[config.mk]
export PLATFORM = sky130hd
export DESIGN_NAME = vga_frame_reader_flat
export DESIGN_NICKNAME = d
export VERILOG_FILES = /design/src/rtl/vga_frame_reader_if.sv /design/src/rtl/vga_frame_reader.sv /design/src/flat_wrapper.sv
export SDC_FILE = /design/constraint.sdc
export NUM_CORES = 1
export LEC_CHECK = 0
export ABC_AREA = 1
export CAP_MARGIN = 20
export CORE_MARGIN = 5
export CORE_UTILIZATION = 51
export DETAILED_ROUTE_END_ITERATION = 10
export HOLD_SLACK_MARGIN = 0.02
export PLACE_DENSITY = 0.76
export SETUP_SLACK_MARGIN = 0.02
export SLEW_MARGIN = 20
export SYNTH_ARGS = -nofsm -noshare
export SYNTH_HDL_FRONTEND = slang
export SYNTH_SLANG_ARGS = --single-unit
[constraint.sdc]
create_clock -name pclk -period 2.9 [get_ports pclk]
set_input_delay 0.29 -clock pclk [delete_from_list [all_inputs] [get_ports pclk]]
set_output_delay 0.29 -clock pclk [all_outputs]
set_load 0.01 [all_outputs]
[src/rtl/vga_frame_reader_if.sv]
// Frame-buffer read port, zoom controls and VGA pins of the frame reader.
// master = vga_frame_reader, slave = the RAM/pad side that feeds and observes it.
interface vga_frame_reader_if;
    logic        zoom_on;
    logic [8:0]  zoom_x;
    logic [7:0]  zoom_y;
    logic [16:0] rAddr;
    logic [11:0] rData;
    logic [3:0]  red;
    logic [3:0]  green;
    logic [3:0]  blue;
    logic        h_sync;
    logic        v_sync;
    logic        de;
    logic        frame_start;

    modport master (
        input  zoom_on, zoom_x, zoom_y, rData,
        output rAddr, red, green, blue, h_sync, v_sync, de, frame_start
    );

    modport slave (
        output zoom_on, zoom_x, zoom_y, rData,
        input  rAddr, red, green, blue, h_sync, v_sync, de, frame_start
    );
endinterface

[src/rtl/vga_frame_reader.sv]
// Purpose: reads the 320x240 RGB444 frame buffer out as 640x480@60 VGA, 2x2 upscale; 4x4 zoom window with VGA_FRAME_READER_ZOOM_EN.
// Latency: rAddr 1 cycle after the counter position, pins (RGB/syncs/de/frame_start) 3 cycles after it.
// Backpressure: none; free-running pixel stream, the RAM read port must answer every cycle.
module vga_frame_reader #(
    parameter int H_ACTIVE = 640,
    parameter int V_ACTIVE = 480,
    parameter int FB_WIDTH = 320
) (
    input  logic               pclk,
    input  logic               reset_n,
    vga_frame_reader_if.master bus
);
    localparam logic [9:0]  H_LAST     = 10'(H_ACTIVE + 159);
    localparam logic [9:0]  H_ACT      = 10'(H_ACTIVE);
    localparam logic [9:0]  H_SYNC_BEG = 10'(H_ACTIVE + 16);
    localparam logic [9:0]  H_SYNC_END = 10'(H_ACTIVE + 112);
    localparam logic [9:0]  V_LAST     = 10'(V_ACTIVE + 44);
    localparam logic [9:0]  V_ACT      = 10'(V_ACTIVE);
    localparam logic [9:0]  V_SYNC_BEG = 10'(V_ACTIVE + 10);
    localparam logic [9:0]  V_SYNC_END = 10'(V_ACTIVE + 12);
    localparam logic [16:0] FB_W       = 17'(FB_WIDTH);

    typedef struct packed {
        logic de;
        logic h_sync;
        logic v_sync;
        logic frame_start;
    } meta_t;

    localparam meta_t META_IDLE = '{de: 1'b0, h_sync: 1'b1, v_sync: 1'b1, frame_start: 1'b0};

    logic [9:0]  h_cnt_q, h_cnt_d;
    logic [9:0]  v_cnt_q, v_cnt_d;
    logic [16:0] raddr_q, raddr_d;
    meta_t       meta1_q, meta1_d;
    meta_t       meta2_q, meta2_d;
    meta_t       meta3_q, meta3_d;
    logic [11:0] rgb_q, rgb_d;
    logic        frame_top;
    logic [16:0] addr_norm;
    logic [16:0] addr_sel;

    assign frame_top = (h_cnt_q == 10'd0) && (v_cnt_q == 10'd0);
    assign addr_norm = 17'(v_cnt_q >> 1) * FB_W + 17'(h_cnt_q >> 1);

    always_comb begin
        h_cnt_d = h_cnt_q + 10'd1;
        v_cnt_d = v_cnt_q;
        if (h_cnt_q == H_LAST) begin
            h_cnt_d = '0;
            v_cnt_d = (v_cnt_q == V_LAST) ? '0 : v_cnt_q + 10'd1;
        end
    end

`ifdef VGA_FRAME_READER_ZOOM_EN
    logic        zoom_on_q, zoom_on_d;
    logic [8:0]  zoom_x_q, zoom_x_d;
    logic [7:0]  zoom_y_q, zoom_y_d;
    logic [16:0] addr_zoom;

    // The _d values are used directly so pixel (0,0) already sees the freshly latched origin.
    always_comb begin
        zoom_on_d = zoom_on_q;
        zoom_x_d  = zoom_x_q;
        zoom_y_d  = zoom_y_q;
        if (frame_top) begin
            zoom_on_d = bus.zoom_on;
            zoom_x_d  = (bus.zoom_x > 9'd160) ? 9'd160 : bus.zoom_x;
            zoom_y_d  = (bus.zoom_y > 8'd120) ? 8'd120 : bus.zoom_y;
        end
    end

    assign addr_zoom = (17'(zoom_y_d) + 17'(v_cnt_q >> 2)) * FB_W
                     + 17'(zoom_x_d) + 17'(h_cnt_q >> 2);
    assign addr_sel  = zoom_on_d ? addr_zoom : addr_norm;

    always_ff @(posedge pclk or negedge reset_n) begin
        if (!reset_n) begin
            zoom_on_q <= 1'b0;
            zoom_x_q  <= '0;
            zoom_y_q  <= '0;
        end else begin
            zoom_on_q <= zoom_on_d;
            zoom_x_q  <= zoom_x_d;
            zoom_y_q  <= zoom_y_d;
        end
    end
`else
    logic zoom_unused;
    assign zoom_unused = ^{bus.zoom_on, bus.zoom_x, bus.zoom_y};
    assign addr_sel    = addr_norm;
`endif

    // Timing flags travel alongside the RAM read so they land with the pixel they describe.
    always_comb begin
        meta1_d             = META_IDLE;
        meta1_d.de          = (h_cnt_q < H_ACT) && (v_cnt_q < V_ACT);
        meta1_d.h_sync      = !((h_cnt_q >= H_SYNC_BEG) && (h_cnt_q < H_SYNC_END));
        meta1_d.v_sync      = !((v_cnt_q >= V_SYNC_BEG) && (v_cnt_q < V_SYNC_END));
        meta1_d.frame_start = frame_top;
        raddr_d             = meta1_d.de ? addr_sel : '0;
        meta2_d             = meta1_q;
        meta3_d             = meta2_q;
        rgb_d               = meta2_q.de ? bus.rData : '0;
    end

    always_ff @(posedge pclk or negedge reset_n) begin
        if (!reset_n) begin
            h_cnt_q <= '0;
            v_cnt_q <= '0;
            raddr_q <= '0;
            meta1_q <= META_IDLE;
            meta2_q <= META_IDLE;
            meta3_q <= META_IDLE;
            rgb_q   <= '0;
        end else begin
            h_cnt_q <= h_cnt_d;
            v_cnt_q <= v_cnt_d;
            raddr_q <= raddr_d;
            meta1_q <= meta1_d;
            meta2_q <= meta2_d;
            meta3_q <= meta3_d;
            rgb_q   <= rgb_d;
        end
    end

    assign bus.rAddr       = raddr_q;
    assign bus.red         = rgb_q[11:8];
    assign bus.green       = rgb_q[7:4];
    assign bus.blue        = rgb_q[3:0];
    assign bus.de          = meta3_q.de;
    assign bus.h_sync      = meta3_q.h_sync;
    assign bus.v_sync      = meta3_q.v_sync;
    assign bus.frame_start = meta3_q.frame_start;
endmodule

[src/flat_wrapper.sv]
// flat-port wrapper written by rule: the top's interface ports become plain ports
module vga_frame_reader_flat 
#(
    parameter int H_ACTIVE = 640,
    parameter int V_ACTIVE = 480,
    parameter int FB_WIDTH = 320
)
  (pclk, reset_n, bus_zoom_on, bus_zoom_x, bus_zoom_y, bus_rData, bus_rAddr, bus_red, bus_green, bus_blue, bus_h_sync, bus_v_sync, bus_de, bus_frame_start);
  vga_frame_reader_if bus_i ();
  input  logic pclk;
  input  logic reset_n;
  input wire logic [$bits(bus_i.zoom_on)-1:0] bus_zoom_on;
  input wire logic [$bits(bus_i.zoom_x)-1:0] bus_zoom_x;
  input wire logic [$bits(bus_i.zoom_y)-1:0] bus_zoom_y;
  input wire logic [$bits(bus_i.rData)-1:0] bus_rData;
  output wire logic [$bits(bus_i.rAddr)-1:0] bus_rAddr;
  output wire logic [$bits(bus_i.red)-1:0] bus_red;
  output wire logic [$bits(bus_i.green)-1:0] bus_green;
  output wire logic [$bits(bus_i.blue)-1:0] bus_blue;
  output wire logic [$bits(bus_i.h_sync)-1:0] bus_h_sync;
  output wire logic [$bits(bus_i.v_sync)-1:0] bus_v_sync;
  output wire logic [$bits(bus_i.de)-1:0] bus_de;
  output wire logic [$bits(bus_i.frame_start)-1:0] bus_frame_start;
  assign bus_i.zoom_on = bus_zoom_on;
  assign bus_i.zoom_x = bus_zoom_x;
  assign bus_i.zoom_y = bus_zoom_y;
  assign bus_i.rData = bus_rData;
  assign bus_rAddr = bus_i.rAddr;
  assign bus_red = bus_i.red;
  assign bus_green = bus_i.green;
  assign bus_blue = bus_i.blue;
  assign bus_h_sync = bus_i.h_sync;
  assign bus_v_sync = bus_i.v_sync;
  assign bus_de = bus_i.de;
  assign bus_frame_start = bus_i.frame_start;
  vga_frame_reader #(.H_ACTIVE(H_ACTIVE), .V_ACTIVE(V_ACTIVE), .FB_WIDTH(FB_WIDTH)) u_core (.pclk(pclk), .reset_n(reset_n), .bus(bus_i));
endmodule
Yosys cells after proc, flatten, opt, wreduce, memory -nomap -nowiden

Index checks and enable logic that the tools add are counted.
W data, S select, Z words.

Memories kept: 0
Bits of input ports: 32
ROM bits: 0
Bits in latches: 0
RAM bits: 0
Word-level logic and storage cells: 40
Register bits: 61

Multiply operators: 1
Bitwise operators: 0
Add/subtract/negate cells: 3
Div/mod/pow operators: 0
Multiplexer cells: 4
Equal/unequal tests: 2
Shift operators: 0
Order comparisons: 6
Reduce and logical (&&, ||, !) cells: 8

Operators by type and width:

| operator                | count |
|---|---|
| $add A10 B1 Y10 const B | 2 |
| $eq A10 B10 Y1 const B  | 2 |
| $logic_not A10 Y1       | 2 |
| $lt A10 B10 Y1 const B  | 2 |
| $lt A10 B9 Y1 const B   | 2 |
| $mux W10                | 2 |
| $add A17 B9 Y17         | 1 |
| $mux W17                | 1 |
| $mux W12                | 1 |
| $mul A9 B3 Y11 const B  | 1 |
| $ge A10 B10 Y1 const B  | 1 |
| $ge A10 B9 Y1 const B   | 1 |
| $logic_and A1 B1 Y1     | 4 |
| $logic_not A1 Y1        | 2 |

Logic depth before layout (Yosys ltp)

Depth after elaboration: 3
Gate-level depth with buffers: 13
Gate-level depth less buffers: 13

Worst setup path before layout

Ideal clock, no wire load.

Path kind: register to register
Start point: register u_core.v_cnt_q[2]
End point: register u_core.raddr_q[15], in the netlist u_core.bus.rAddr[15]
Cell stages (with the launch flop): 13
Data arrival time: 2.239 ns
Library setup time: 0.119 ns
Clock period less this slack: 2.358 ns
Setup slack: 0.542 ns
Path through: dfrtp_1 -> ha_1 -> ha_1 -> fa_1 -> nand2_1 -> inv_1 -> nand4_1 -> a21oi_1 -> nand2_1 -> nor2_1 -> nand3_1 -> nand2_1 -> nor2_1

Longest elaborated chain between the ends: 3
Elaborated cells on any way between the ends: 5
Those cells by class: add/sub (1); mul (1); order compare (1); mux (1); reduce/logical (1)

RTL lines:

| element                                                | RTL line                                       | source |
|---|---|---|
| start: declaration                                     | vga_frame_reader.sv:33                         | `logic [9:0] v_cnt_q, v_cnt_d;` |
| start signal: assignment                               | vga_frame_reader.sv:118                        | `v_cnt_q <= v_cnt_d;` |
| $mul A9 B3 Y11 or $lt A10 B9 Y1 (tied branches)        | vga_frame_reader.sv:44, vga_frame_reader.sv:97 |  |
| $add A17 B9 Y17 or $logic_and A1 B1 Y1 (tied branches) | vga_frame_reader.sv:44, vga_frame_reader.sv:97 |  |
| $mux W17 (*)                                           | vga_frame_reader.sv:101                        | `raddr_d = meta1_d.de ? addr_sel : '0;` |
| named net u_core.raddr_d[15]                           | vga_frame_reader.sv:34                         | `logic [16:0] raddr_q, raddr_d;` |
| end signal: assignment                                 | vga_frame_reader.sv:119                        | `raddr_q <= raddr_d;` |
| end: declaration                                       | vga_frame_reader.sv:34                         |  |

The timed path passes the listed nets; every way through them passes the cells marked *.
A chain may end at the register's enable or synchronous reset.

Final worst setup path

Ends and elaborated chain as after synthesis.

==> results.py <==
metrics = {
    "cells_and_area": {
        "final-seq-area_um2": 1540,
        "mostFrequentLayoutCells": "nand2_1, inv_1, dfrtp_1",
        "layout-drive-gt1-share": 0.0988,
        "utilization": 0.649,
        "multiInputGateArea_um2": 1260,
        "layout-area-overhead-vs-synth_pct": 24.5,
        "num-fill-cells": 465,
        "stdcell_count": 480,
        "num-nets-final": 455,
        "finish.instance_area_um2": 3800,
        "antennaDiodeCount": 0,
        "mostFrequentLayoutCell": "nand2_1",
    },
    "global_routing": {
        "grt_pass1_vias": 2279,
        "gr-usage-all-layers": 0.175,
        "grt_first_pass_wirelength_mm": 10.3,
        "antenna_found_initial": 0,
        "grt_max_degree": 36,
        "grt_overflow": 0,
    },
    "synthesis": {
        "synth-seq-area-share": 0.503,
        "ys_seq_elements": 61,
        "synth.distinct_cells": 31,
        "dominant_combinational_cell_family_by_area_after_synthesis": "simple AND/OR/NAND/NOR gates",
        "synth_area_um2": 3050,
        "synth_compound_area_frac": 0.0533,
        "synthesis.nets": 397,
        "synth.yosys.warnings": 0,
        "syn-mean-instance-area_um2": 8.92,
        "yosys.area_share.xor_xnor": 0.0287,
        "synth_fa_ha_area_frac": 0.0993,
        "simple_gate_share_of_the_synthesized_area": 0.233,
        "netlist_instances": 342,
        "synth_mux_area_frac": 0,
    },
    "sta": {
        "postLayoutSetupSlackWorst_ns": 0.271,
        "worst_slew_pin_tran_ns": 0.707,
        "final.setup_skew_ns": 0.00366,
        "period_needed_ns": 2.63,
        "period_share": 0.907,
        "timing.final.setup_violations": 0,
        "fin_setup_tns_ns": 0,
        "worst_slew_margin_rel": 0.529,
        "grt_setup_unrepaired": "no",
        "report.final.hold_viol_count": 0,
        "final.hold.worst_slack_ns": 0.353,
        "max_clock_freq_mhz": 380,
        "slew_violations": 0,
    },
    "worst_setup_path": {
        "worst_r2r_startpoint": "u_core.v_cnt_q[2]",
        "critPathSlowestCell": "fa_1",
        "timing.critical_path.to_type": "register",
        "r2r_cells": 12,
        "worst-endpoint-arrival_ns": 2.86,
        "timing.setup.critical_path_class": "register to register",
        "cp.buffers_inverters": 1,
        "worst_ep_required_time_ns": 3.13,
        "critical_path.cell_chain": "ha_1, ha_1, fa_1, nand2_1, inv_1, nand4_1, a21oi_1, nand2_1, nor2_1, nand3_1, nand2_1, nor2_1",
        "crit_path_start_kind": "register",
        "critical_path.top_delay_family": "adder cells",
        "r2r-end": "u_core.bus.rAddr[15]",
        "crit_path_max_fanout": 8,
        "critical-path-max-stage-delay_ns": 0.55,
        "setup.reg_to_reg.worst_slack_ns": 0.27,
        "timing.critical_path.mode_cell": "nand2_1",
    },
    "placed_design": {
        "hpwlAfterDp_mm": 4.44,
        "placedInstanceArea_um2": 3610,
        "port_bufs": 46,
        "place_congestion": 0.917,
        "dpl.cell_count": 463,
        "placement.setup.worst_slack_ns": 0.270,
    },
    "floorplan": {
        "die_height_um": 87.3,
        "floorplan.die_area_um2": 7620,
        "rows": 28,
        "start_util": 0.521,
        "die_w_um": 87.3,
        "io_pins": 65,
        "fp.coreArea_um2": 5850,
    },
    "route": {
        "post_drt_via_cell_ratio": 4.97,
        "ant_nets": 0,
        "detail_route.drc_violations": 0,
        "routed_wire_length_mm": 6.07,
        "route.vias.total": 2387,
        "drt-initial-drc-count": 99,
        "routed_wire_length_per_instance_um": 12.7,
        "drt_pass1_iterations": 7,
    },
    "clocking": {
        "clock-root-buffer": "clkbuf_8",
        "insertion_delay_of_the_later_clocked_pin_in_the_worst_skew_pair_ns": 0.34,
        "number_of_buffers_created_by_cts": 9,
        "cts_max_path_buffers": 2,
        "cts_htree_levels": 3,
        "cts.sink_count": 61,
        "clock_slew_at_reported_path_ffs_ns": 0.07,
        "tritoncts_clock_tree": "yes",
    },
    "power": {
        "total_power_mw": 1.59,
        "vdd_drop_max_mv": 0.361,
        "powerDensity_nw_per_um2": 418,
        "p_leak_nw": 1.99,
    },
    "min_path": {
        "whs_path_depth": 0,
        "timing.hold.worst.class": "register to register",
        "hold_path_startpoint": "u_core.meta2_q[2]",
        "destination_of_the_worst_hold_path": "u_core.bus.h_sync",
    },
    "job": {
        "max_cap_viols": 0,
    },
    "status": {
        "result_of_the_run": "complete, no violations",
    },
}
-- area by class of cell --
class / instances / share of cell area
clock buffer: 9 / 0.0326
clock inverter: 7 / 0.0135
inverter: 62 / 0.0613
multi-input combinational: 215 / 0.333
sequential: 61 / 0.404
tap: 75 / 0.0247
timing repair buffer: 51 / 0.131
-- cell families after synthesis --
kind of cell,after synthesis
compound gates,29
xor+xnor,10
fa+ha+maj,23
buf+inv,66
flops,61
simple gates,153
-- cells in the mapped netlist, drive strengths merged --
master / instances / share of area
nor2: 29 / 0.041
a31o: 1 / 0.0029
a211o: 1 / 0.0029
a31oi: 3 / 0.0062
nand3b: 1 / 0.0025
clkbuf: 1 / 0.0012
nor4: 1 / 0.0021
nand4: 13 / 0.027
a21boi: 1 / 0.0037
xnor2: 1 / 0.0029
xor2: 9 / 0.026
a21oi: 10 / 0.016
nand2: 76 / 0.095
dfrtp: 55 / 0.45
dfstp: 6 / 0.052
nand3: 19 / 0.034
ha: 21 / 0.086
nor3b: 2 / 0.0049
nor4b: 1 / 0.0029
inv: 62 / 0.076
and3: 1 / 0.0021
o21ai: 13 / 0.021
nor3: 10 / 0.022
buf: 3 / 0.0049
fa: 2 / 0.013
-- worst max-delay path by stage --
stage / depth (start not counted) / endpoint / slack, ns / start
after floorplan: 12 / u_core.bus.rAddr[15] / 0.54 / u_core.v_cnt_q[2]
after global placement: 12 / u_core.bus.rAddr[15] / 0.37 / u_core.v_cnt_q[2]
after detailed placement: 12 / u_core.bus.rAddr[15] / 0.27 / u_core.v_cnt_q[2]
after CTS: 12 / u_core.bus.rAddr[15] / 0.23 / u_core.v_cnt_q[2]
after global routing: 12 / u_core.bus.rAddr[15] / 0.06 / u_core.v_cnt_q[2]
final: 12 / u_core.bus.rAddr[15] / 0.27 / u_core.v_cnt_q[2]
-- registers in the layout, summed over array words and instances, names as in the netlist --
name                    cells
u_core.bus.de               1
u_core.bus.frame_start      1
u_core.bus.h_sync           1
u_core.bus.rAddr           17
u_core.bus.v_sync           1
u_core.h_cnt_q             10
u_core.meta1_q              4
u_core.meta2_q              4
u_core.rgb_q               12
u_core.v_cnt_q             10
-- routing by layer --
layer	vias to the layer above	GRT usage	part of all wire
met3	8	0.0473	0.062
met1	1098	0.224	0.45
met2	73	0.275	0.47
met4	0	0.0837	0.016
met5	-	0	0
li1	1208	-	-
-- power by group --
part           leakage (nW)  internal, mW  switching (mW)
clock network        0.0856         0.312           0.351
logic                  1.14        0.0342          0.0302
registers             0.762         0.859         0.00223
-- repair_timing --
action	4_1_cts	5_1_grt
hold buffers	1	0
endpoints found under the setup margin	0	1
hold endpoints to repair	20	0
setup buffers	0	0
resized for setup	0	1
Note: power is estimated with default switching activity, not from simulation.
